<file path="src/rtl/bulbul_pkg.sv">
// ============================================================================
// Module      : bulbul_pkg
// Description : Shared types for the operand-A stage: select codes, beat
//               payload, occupancy FSM states and the operand-A resolver.
// Revision    : 1.0 - initial release
// ============================================================================
`default_nettype none

package bulbul_pkg;

  localparam int unsigned OPA_XLEN = 32;

  typedef enum logic [1:0] {
    OPA_RS1  = 2'b00,
    OPA_RSVD = 2'b01,
    OPA_PC   = 2'b10,
    OPA_ZERO = 2'b11
  } opa_sel_e;

  typedef struct packed {
    logic [OPA_XLEN-1:0] opa;
    logic [OPA_XLEN-1:0] pc;
    logic                illegal;
  } opa_beat_t;

  typedef enum logic [1:0] {
    OCC_EMPTY = 2'd0,
    OCC_HALF  = 2'd1,
    OCC_FULL  = 2'd2
  } opa_occ_e;

  // Reserved code resolves to zero so the ALU never sees an undefined operand.
  function automatic opa_beat_t opa_resolve(input logic [1:0]          sel,
                                            input logic [OPA_XLEN-1:0] rs1,
                                            input logic [OPA_XLEN-1:0] pc);
    opa_beat_t b;
    b.pc      = pc;
    b.opa     = '0;
    b.illegal = 1'b0;
    case (opa_sel_e'(sel))
      OPA_RS1:  b.opa = rs1;
      OPA_PC:   b.opa = pc;
      OPA_ZERO: b.opa = '0;
      default:  b.illegal = 1'b1;
    endcase
    return b;
  endfunction

endpackage

`default_nettype wire

</file>
<file path="src/rtl/opa_skid_buf.sv">
// ============================================================================
// Module      : opa_skid_buf
// Description : Occupancy FSM with output register and, when EX_OPA_SKID_EN
//               is defined, a skid register giving a flop-only ready_o.
// Revision    : 1.0 - initial release
// ============================================================================
`default_nettype none

module opa_skid_buf
  import bulbul_pkg::*;
#(
  parameter type T = opa_beat_t
) (
  input  logic clk_i,
  input  logic rst_ni,
  input  logic valid_i,
  output logic ready_o,
  input  T     data_i,
  input  logic flush_i,
  output logic valid_o,
  input  logic ready_i,
  output T     data_o
);

  opa_occ_e r_state;
  logic     r_valid;
  T         r_out;
`ifdef EX_OPA_SKID_EN
  logic     r_ready;
  T         r_skid;
`endif

  logic w_enq;
  logic w_deq;

`ifdef EX_OPA_SKID_EN
  assign ready_o = r_ready;
`else
  assign ready_o = !r_valid || ready_i;
`endif
  assign valid_o = r_valid;
  assign data_o  = r_out;
  assign w_enq   = valid_i && ready_o;
  assign w_deq   = r_valid && ready_i;

  always_ff @(posedge clk_i or negedge rst_ni) begin
    if (!rst_ni) begin
      r_state <= OCC_EMPTY;
      r_valid <= 1'b0;
      r_out   <= '0;
`ifdef EX_OPA_SKID_EN
      r_ready <= 1'b1;
      r_skid  <= '0;
`endif
    end else if (flush_i) begin
      // Payload registers keep their value; only occupancy is cleared.
      r_state <= OCC_EMPTY;
      r_valid <= 1'b0;
`ifdef EX_OPA_SKID_EN
      r_ready <= 1'b1;
`endif
    end else begin
      case (r_state)
        OCC_EMPTY: begin
          if (w_enq) begin
            r_out   <= data_i;
            r_valid <= 1'b1;
            r_state <= OCC_HALF;
          end
        end
        OCC_HALF: begin
`ifdef EX_OPA_SKID_EN
          if (w_enq && w_deq) begin
            r_out <= data_i;
          end else if (w_enq) begin
            r_skid  <= data_i;
            r_ready <= 1'b0;
            r_state <= OCC_FULL;
          end else if (w_deq) begin
            r_valid <= 1'b0;
            r_state <= OCC_EMPTY;
          end
`else
          // Without the skid entry an enqueue here always pairs with a dequeue.
          if (w_enq) begin
            r_out <= data_i;
          end else if (w_deq) begin
            r_valid <= 1'b0;
            r_state <= OCC_EMPTY;
          end
`endif
        end
`ifdef EX_OPA_SKID_EN
        OCC_FULL: begin
          if (w_deq) begin
            r_out   <= r_skid;
            r_ready <= 1'b1;
            r_state <= OCC_HALF;
          end
        end
`endif
        default: begin
          r_state <= OCC_EMPTY;
          r_valid <= 1'b0;
`ifdef EX_OPA_SKID_EN
          r_ready <= 1'b1;
`endif
        end
      endcase
    end
  end

endmodule

`default_nettype wire

</file>
<file path="src/rtl/ex_operand_a_stage.sv">
// ============================================================================
// Module      : ex_operand_a_stage
// Description : Registered operand-A stage: resolves rs1/PC/zero at capture
//               and hands the beat to execute. Option: EX_OPA_SKID_EN.
// Revision    : 1.0 - initial release
// ============================================================================
`default_nettype none

module ex_operand_a_stage
  import bulbul_pkg::*;
#(
  parameter int unsigned XLEN = OPA_XLEN
) (
  input  logic            clk_i,
  input  logic            rst_ni,
  input  logic            valid_i,
  output logic            ready_o,
  input  logic [1:0]      opasel_i,
  input  logic [XLEN-1:0] rs1_data_i,
  input  logic [XLEN-1:0] pc_i,
  input  logic            flush_i,
  output logic            valid_o,
  input  logic            ready_i,
  output logic [XLEN-1:0] opa_o,
  output logic [XLEN-1:0] pc_o,
  output logic            illegal_sel_o
);

  opa_beat_t w_beat_in;
  opa_beat_t w_beat_out;

  assign w_beat_in = opa_resolve(opasel_i, rs1_data_i, pc_i);

  opa_skid_buf #(
    .T (opa_beat_t)
  ) u_buf (
    .clk_i   (clk_i),
    .rst_ni  (rst_ni),
    .valid_i (valid_i),
    .ready_o (ready_o),
    .data_i  (w_beat_in),
    .flush_i (flush_i),
    .valid_o (valid_o),
    .ready_i (ready_i),
    .data_o  (w_beat_out)
  );

  assign opa_o         = w_beat_out.opa;
  assign pc_o          = w_beat_out.pc;
  assign illegal_sel_o = w_beat_out.illegal;

endmodule

`default_nettype wire
</file>
<file path="config.mk">
export PLATFORM = sky130hd
export DESIGN_NAME = ex_operand_a_stage
export DESIGN_NICKNAME = d
export VERILOG_FILES = /design/src/rtl/bulbul_pkg.sv /design/src/rtl/opa_skid_buf.sv /design/src/rtl/ex_operand_a_stage.sv
export SDC_FILE = /design/constraint.sdc
export NUM_CORES = 1
export LEC_CHECK = 0
export CORE_UTILIZATION = 40
export CTS_BUF_LIST = sky130_fd_sc_hd__clkbuf_2 sky130_fd_sc_hd__clkbuf_4 sky130_fd_sc_hd__clkbuf_8
export DETAILED_ROUTE_END_ITERATION = 8
export PLACE_DENSITY = 0.76
export SLEW_MARGIN = 10
export SYNTH_ARGS = -nofsm -noshare
export SYNTH_HDL_FRONTEND = slang
export SYNTH_SLANG_ARGS = --single-unit
</file>
<file path="constraint.sdc">
create_clock -name clk_i -period 2.3 [get_ports clk_i]
set_clock_uncertainty 0.05 [all_clocks]
set_input_delay 0.46 -clock clk_i [delete_from_list [all_inputs] [get_ports clk_i]]
set_output_delay 0.46 -clock clk_i [all_outputs]
set_load 0.005 [all_outputs]
</file>
; Word-level counts from Yosys, hierarchy flattened
; Index checks and enable logic that the tools add are counted.
; W data, S select, Z words.
[totals]
out_inout_bits = 67
ff_bits = 68
input_bits = 71
[classes]
bitwise_logic = 1
n_mux = 12
eq_ne = 6
reduce_logical = 10
[ops]
columns = operator, count
row1 = $pmux W32 S2, 1
row2 = $mux W2, 4
row3 = $ne A3 B2 Y1 const B, 2
row4 = $reduce_and A3 Y1, 2
row5 = $mux W1, 5
row6 = $eq A2 B2 Y1 const B, 2
row7 = $logic_not A2 Y1, 2
row8 = $pmux W2 S2, 1
row9 = $ne A3 B3 Y1 const B, 1
row10 = $reduce_or A3 Y1, 1
row11 = $eq A2 B1 Y1 const B, 1
row12 = $logic_and A1 B1 Y1, 2
row13 = $pmux W1 S2, 1
row14 = $reduce_or A2 Y1, 1
row15 = $logic_not A1 Y1, 1
row16 = $logic_or A1 B1 Y1, 1
row17 = $not A1 Y1, 1

; Logic depth before layout (Yosys ltp)
; Gate-level depths: netlist of run 1.
[depth]
ltp_word = 6
depth_mapped = 5

; Cells and area by module
; Synthesis of run 1 repeated with hierarchy kept, for this count alone.
[hier_totals]
hier_cells = 216
area_unflattened_um2 = 3266.9
[by_module_without_submodules]
columns = module, n_inst, cells_per_inst, area_each_um2, seq_area_each_um2
row1 = opa_skid_buf, 1, 143, 2725.1, 1651.6
row2 = ex_operand_a_stage, 1, 73, 541.8, 0.0

; Worst setup path before layout of run 1
; No wires, ideal clock.
[synth_path]
kind = register -> register
from = register u_buf.r_state[0]
to = register u_buf.r_out, in the netlist u_buf.data_o[15]
path_buffers = 2
arrival_ps = 1327
path_stages_with_launch = 6
slack_ps = 798
t_required_ps = 2125
cell_sequence = dfrtp_1 > nor2b_4 > nor3b_2 > buf_6 > buf_12 > mux2_4
[synth_between]
elab_chain_len = 3
[synth_rtl]
columns = item, line
row1 = from (decl), opa_skid_buf.sv:25  ; opa_occ_e r_state;
row2 = from (signal assigned), opa_skid_buf.sv:48  ; r_state <= OCC_EMPTY;
row3 = from (signal assigned), opa_skid_buf.sv:57  ; r_state <= OCC_EMPTY;
row4 = from (signal assigned), opa_skid_buf.sv:68  ; r_state <= OCC_HALF;
row5 = $eq A2 B1 Y1 or $logic_not A2 Y1 (tied branches), opa_skid_buf.sv:63  ; case (r_state)
row6 = $reduce_or A2 Y1 (no source line) *, n/a
row7 = $reduce_and A3 Y1 (no source line) *, n/a
row8 = to (signal assigned), opa_skid_buf.sv:66  ; r_out <= data_i;
row9 = to (signal assigned), opa_skid_buf.sv:86  ; r_out <= data_i;
row10 = to (decl), opa_skid_buf.sv:27  ; T r_out;
; Every way passes the cells marked *; elsewhere a longest branch is shown, timed or not.
; A chain may end at the register's enable or synchronous reset.

; Worst setup path after layout of run 1
[layout_path]
from = input ready_i
to = output ready_o
[layout_between]
elab_chain_len = 1
[layout_rtl]
columns = item, line
row1 = from (decl), ex_operand_a_stage.sv:23  ; input logic ready_i,
row2 = $logic_or A1 B1 Y1, opa_skid_buf.sv:39  ; assign ready_o = !r_valid || ready_i;
row3 = to (decl), ex_operand_a_stage.sv:17  ; output logic ready_o,
; No other way between the ends.

==> impl_summary.md, run 1 <==
Run status
The run finished with clean final reports.

Logic synthesis
For this run, the register share of the synthesized area comes to 51.4%. Counting flops and latches in the post-synthesis netlist gives 66. The area share of the largest cell type after synthesis is 51.4%. The Yosys step of the flow raised 0 warnings. The synthesized netlist net count is 287. The cell area that synthesis handed to floorplanning was 3210 um2. After synthesis, the cell types taking the most area are dfrtp_1 51%, mux2_4 23%, mux2i_1 10%, mux2_2 5.3%, nor2_1 4.0%. The average instance in the mapped netlist occupies about 15 um2. The number of unique standard cell types used by synthesis is 15. Synthesis produced a netlist whose cell count is 216. The biggest area contributor in the post-synthesis netlist is dfrtp_1.

Layout
Compared with the post-synthesis result, the final layout area differs by 51.7%. The antenna diode count is 0. Cells fill 62.8% of the core in the end.

The number of nets in the finished design is 426. The share of cells above drive strength 1 is 25.3%. The number of filler cells placed in the layout is 607. The final standard cell area without fillers is 4870 um2.

Drt
The routed length per instance is 15.3 um. The number of detailed-routing iterations run before antenna repair is 4. The first routing iteration left 70 violations. The total via count after detailed routing is 2175. For this run, design rule violations remaining after detail routing come to 0. The routed wire length is slightly above 7 mm. The final antenna-violating net count is 0. In the routed layout, each cell is associated on average with a via count of ~4.7.

Critical path
For the worst setup path, the data required time is roughly 1.8 ns. The critical path launch point type is an input port. Traced cell by cell, the critical path runs through clkdlybuf4s50_1 -> nor2b_4 -> inv_1 -> clkdlybuf4s50_1. The worst stage delay on the critical path is about 0.51 ns.

The critical register-to-register path startpoint is u_buf.r_state[0]. The dominant cell type by count on the critical path is clkdlybuf4s50_1. The standard cell with the maximum stage delay on the critical path is clkdlybuf4s50_1. The critical path is of the input port to output pin type. The signal arrival time at the worst endpoint is 1.57 ns.

The kind of end point of the critical path is an output pin. The maximum net fanout on the critical path is 3. The worst setup path startpoint is ready_i.

Placement
The number of input and output port buffers inserted is 137. The congestion estimate from routability-driven global placement came to 0.716. Summed over all nets, the half-perimeter wirelength after detailed placement is 4.95 mm.

The total cell area at the placement stage is 4670 um2.

Flow run
The max capacitance violation total is 0.

Power and ir drop
The internal power of the cells totals 2600 uW. The standby leakage power is approximately 0.0022 uW. The combinational cell fraction of total power is 28.6%. The switching power is a little over 800 uW. The power per unit of standard cell area is 698 nW/um2.

The relative contribution of the clock network to total power is 28.8%. The register share of total power is 42.6%. The highest ir drop seen on vdd is 0.348 mV.

Of the total power, the share spent switching nets is 23.7%.

Timing
The minimum clock period is between 2 and 2.5 ns. The maximum clock rate is 480 MHz. The relative slew slack is 70.0%. The final hold violation count was 0. After layout, the worst path uses 90.5% of the clock period. The max-slew violation total from the final report is 0. For the pin with the worst max-slew slack, the measured transition is 0.450 ns.

The setup total negative slack is 0 ns. Setup repair after global routing left no endpoint under its margin. The final number of setup-violating endpoints is 0.

Floorplan
Row generation in the floorplan step produced 32 rows. The placeable core area is 7770 um2. The floorplan step set the die width to 91.6 um. 138 I/O pins were placed. The die covers 8400 um2.

The die is 91.6 um tall. The starting density of the core is 41.4%.

Clocking
In this run, CTS created clock tree buffers numbering 9. The number of hold buffers added after CTS is 0. At the later pin of the worst-skew pair, clock insertion delay measures ~0.33 ns. The setup fix buffers added after clock tree synthesis is 0. TritonCTS built the clock tree. The longest clock path from root to sink contains 2 buffers. The register clock-pin slew on the reported worst setup and hold paths is 0.07 ns.

In this run, post-CTS repair resized a total of 0 instances. The clock sink total is 66. The tree is rooted in a clkbuf_8. The H-tree was split into 3 levels.

GRT
The first global-routing pass estimated 11.5 mm of wire. The largest net degree at the start of global routing is 67. The number of antenna violations at the first check in global routing is 0.

After global routing the overflow that remains totals 0. Global routing consumed, over all layers together, 17.5% of the routing resources. The via count of the first global-routing pass is about 2300.

Worst hold path
The tightest min-delay check is of the input port to asynchronous set/reset pin type.
[synth_stat cells]
| library cell | number |
|---|---|
| dfrtp_1 | 66 |
| mux2_4 | 50 |
| nor2_1 | 34 |
| mux2i_1 | 32 |
| mux2_2 | 15 |
| buf_12 | 5 |
| buf_4 | 3 |
| clkbuf_1 | 3 |
| buf_2 | 2 |
| buf_1 | 1 |
| buf_6 | 1 |
| inv_1 | 1 |
| nor2b_1 | 1 |
| nor2b_4 | 1 |
| nor3b_2 | 1 |
[state kept, by name (all words and copies together), names as in the netlist]
| signal | flops |
|---|---|
| u_buf.data_o | 65 |
| u_buf.r_state | 1 |
[worst max-delay path, delay by kind of cell]
family / cells / cell delay [ns]
and+or+nand+nor: 1 / 0.06
buffers and inverters: 3 / 1.05
[stage by stage]
| stage | power (uW) | std cells | hold slack, ns | worst slack (ns) |
|---|---|---|---|---|
| global placement | 2430 | 446 | 0.439 | 0.126 |
| CTS | 3450 | 462 | 0.104 | 0.207 |
| floorplan | 1860 | 216 | 0.114 | 0.798 |
| finish | 3400 | 462 | 0.0889 | 0.218 |
| global route | 3570 | 462 | 0.121 | 0.167 |
| detailed placement | 2450 | 446 | 0.444 | 0.0867 |
[kinds of logic (layout without fill, tap and decap cells)]
family / after synthesis / count (layout) / synth area share [%]
buffers and inverters: 16 / 160 / 5.06
DFF: 66 / 66 / 51.4
muxes: 97 / 97 / 38.6
and+or+nand+nor: 37 / 37 / 4.98
[final timing paths]
check | end | slack (ns) | cells after the start
max in group asynchronous | u_buf.data_o[0] | 1.82 | 2
min in group clk_i | u_buf.data_o[7] | 0.46 | 1
hold / removal | u_buf.data_o[25] | 0.09 | 2
setup reg to reg | u_buf.data_o[64] | 0.62 | 4
setup / recovery | ready_o | 0.22 | 4
hold reg to reg | u_buf.data_o[7] | 0.46 | 1
[power by group through the flow]
| stage | clock, uW | combinational [uW] | sequential (uW) |
|---|---|---|---|
| 2_1_floorplan | 0 | 385 | 1480 |
| 5_1_grt | 1060 | 1040 | 1470 |
| 6_report | 979 | 973 | 1450 |
| 3_3_place_gp | 0 | 968 | 1470 |
| 3_5_place_dp | 0 | 983 | 1470 |
| 4_1_cts | 1010 | 987 | 1450 |
[per-layer routing]
metal	global-route usage (%)	vias to the layer above	wire, um
li1	-	1019	-
met3	5.47	8	449
met1	23.0	1068	3190
met4	4.76	0	88
met5	0	-	0
met2	27.9	80	3340
[layout by cell type (no fill, tap or decap)]
master	synthesis	final
clkdlybuf4s50_1	0	135
dfrtp_1	66	66
mux2_4	50	50
nor2_1	34	34
mux2i_1	32	32
mux2_2	15	15
clkbuf_8	0	11
buf_12	5	6
clkinv_2	0	3
buf_2	2	2
nor2b_4	1	1
inv_1	1	1
nor3b_4	0	1
nor2b_1	1	1
clkinvlp_4	0	1
bufinv_16	0	1
[cell type report]
cell class | count | area [um2] | area share, %
flip-flops and latches | 66 | 1650 | 33.9
repair buffers | 143 | 1480 | 30.4
multi-input cells | 134 | 1410 | 28.9
clock buffers | 11 | 151 | 3.11
well taps | 102 | 128 | 2.62
clock inverters | 5 | 52.6 | 1.08
inverters | 1 | 3.75 | 0.0770
Power figures use the tool's default switching activity.
==> inputs of run 2 (changes only) <==
- GPL_TIMING_DRIVEN: default -> 0
==> run 2 against run 1 <==
Effect of this change: die area did not move; non-clock buffer count up 9; register-to-register slack better by 0.05 ns; sequential power hardly changed; cell area is 0.59% higher; critical path type unchanged; largest power group unchanged; highest routed layer unchanged.
==> impl_summary.md, run 2 (synthesized netlist as in run 1, its figures left out) <==
Layout
Relative to the synthesized area, the layout overhead comes to 52.5%. The most common cell after layout, fill and taps aside is clkdlybuf4s50_1. In the final layout, the share of cells above drive strength 1 is 26.0%. The filler cells instantiated in the layout total 606. The antenna diode count is 0. The number of cells in the finished layout apart from fillers is between 400 and 500.

In the final design database the tool counted 435 nets. The library cells used most frequently in the layout, excluding fill and tap cells, are 134 x clkdlybuf4s50_1, 66 x dfrtp_1, 50 x mux2_4. The number of flip-flops in the largest register is 65.

Floorplan
The initialized floorplan defines 32 standard-cell rows. The die is 91.6 um wide. The die height is 91.6 um.

The placeable core area is 7770 um2. The total I/O pin count is 138. The die covers 8400 um2. The starting density of the core is 41.4%.

Critical path
For the worst setup path, the data arrival time is 1.56 ns. The dominant cell type by count on the critical path is clkdlybuf4s50_1. The critical path launch point type is an input port. For this run, the slowest stage of the critical path takes 0.50 ns.

Data on the critical path is required at its endpoint by 1.79 ns. The class of the most critical setup path is input port to output pin. The maximum net fanout on the critical path is 3. The worst setup path is captured at an output pin. The standard cell with the maximum stage delay on the critical path is clkdlybuf4s50_1. The signal on the critical path passes through clkdlybuf4s50_1 -> nor2b_4 -> inv_1 -> clkdlybuf4s50_1.

Placement
At the end of routability-driven placement, the weighted congestion stood at 0.710. The count of buffers added on input and output ports is approximately 140. The cell count after placement is 454. After legalization and detailed placement, the total HPWL measured 5.48 mm. The worst-case setup slack after placement is 0.150 ns.

Clocking
The register clock-pin slew on the reported worst setup and hold paths is 0.07 ns. The clock passes through at most 2 buffers. TritonCTS built the clock tree. The later pin in the worst-skew pair is clocked with a latency of roughly 0.33 ns. The clock sink total is 66. The number of CTS-inserted buffers is 9.

The number of H-tree branching levels is 3. After clock tree synthesis, the repair step resized 0 gates. The cell at the root of the clock tree is clkbuf_8.

Power and ir drop
The highest ir drop seen on vdd is 0.367 mV. Of the total power, the share spent switching nets is 24.5%. In this run the static leakage power is around 0.0022 uW.

Of the total power, registers draw approximately 44%. In this run the power density over the cells is 676 nW/um2. For this design the total switching power over the nets is approximately 810 uW. Combinational cells account for between 30% and 40% of the total power. In this run, the clock network consumes a little over a quarter of the power. The internal power contribution is 2500 uW.

Timing
The final clock period utilization by the worst path is 90.0%. The final worst slack is 0.229 ns. The max-slew violation total from the final report was 0. Setup repair after global routing left no endpoint under its margin. The worst pin sits at a relative slew slack of 68.3%.

Setup violations remaining at the end of the flow were counted as 0. The final hold violation count was 0. The maximum clock rate is ~480 MHz.

The minimum clock period is 2.07 ns. At the pin with the least slew margin, the transition time is 0.475 ns.

GRT
The via count of the first global-routing pass came to 2445. The number of antenna violations at the first check in global routing is 0. The first global-routing pass estimated 12.4 mm of wire. Across every metal layer, demand over resource in global routing totals about a fifth. The sum of overflow across all layers after global routing is 0. Entering global routing, the biggest net connects 64 pins.

Drt
For this run, the detailed router's first-pass iteration total came to 4. The total via count after detailed routing is 2226. The routed wire length is 7.62 mm.

The ratio of routed vias to standard cells is 4.73. The DRC violations left is 0. In this run the remaining antenna-violating nets after routing total 0. The initial DRC count is 29. In the final routed layout, each cell accounts on average for 16.2 um.

Worst hold path
The type of the worst min-delay path is input port to asynchronous set/reset pin.

Run status
The flow ran to the end, and the final reports show no timing, DRC or antenna violations.

Flow run
Max-cap violations in this run came to 0.
[run 2: worst max-delay path: cells and delay by family]
kind	cells	cell delay, ns
AND/OR/NAND/NOR	1	0.05
buffers and inverters	3	1.04
[run 2: what timing repair did]
action	in CTS	in global routing
setup endpoints to repair	0	0
hold buffers	1	0
buffers inserted	0	0
hold endpoints to repair	3	0
[run 2: area by class of cell]
cell class / instances / area [um2] / share of cell area (%)
well taps: 102 / 128 / 2.60
repair buffers: 137 / 1390 / 28.3
clock buffers: 13 / 160 / 3.27
clock inverters: 3 / 15.0 / 0.306
inverters: 1 / 3.75 / 0.0766
plain buffers: 15 / 159 / 3.24
multi-input cells: 134 / 1400 / 28.6
flip-flops and latches: 66 / 1650 / 33.7
[run 2: metal layers]
metal	global-route usage (%)	part of all wire, %	wire length [um]	vias to the layer above
met5	0	0	0	-
met4	7.54	1.6	123	0
met3	5.06	6.3	483	14
met2	31.7	49	3740	88
met1	24.0	43	3280	1086
li1	-	-	-	1038
[run 2: power by group through the flow]
| stage | Clock (uW) | Combinational (uW) | Sequential, uW |
|---|---|---|---|
| after global placement | 0 | 981 | 1460 |
| after floorplan | 0 | 385 | 1480 |
| after global routing | 950 | 1060 | 1470 |
| after detailed placement | 0 | 1000 | 1470 |
| final | 871 | 995 | 1450 |
| after CTS | 901 | 1010 | 1450 |
[run 2: path summary, 6_finish.rpt]
path	start	end	slack [ns]	cells after the start
min reg2reg	u_buf.data_o[11]	u_buf.data_o[11]	0.46	1
max	ready_i	ready_o	0.23	4
max reg2reg	u_buf.r_state[0]	u_buf.data_o[55]	0.67	5
max in group asynchronous	rst_ni	u_buf.data_o[33]	1.27	3
min	rst_ni	u_buf.data_o[57]	0.45	2
min in group clk_i	u_buf.data_o[11]	u_buf.data_o[11]	0.46	1
[run 2: through the flow]
stage	instance area [um2]	utilization, %	total power (uW)	TNS, ns	hold slack, ns
3_5_place_dp	4720	60.7	2470	0	0.220
5_1_grt	4900	63.1	3480	0	0.432
6_report	4900	63.1	3310	0	0.446
3_3_place_gp	4690	60.4	2440	-101.85	0.440
4_1_cts	4900	63.1	3360	0	0.428
2_1_floorplan	3210	-	1860	0	0.114
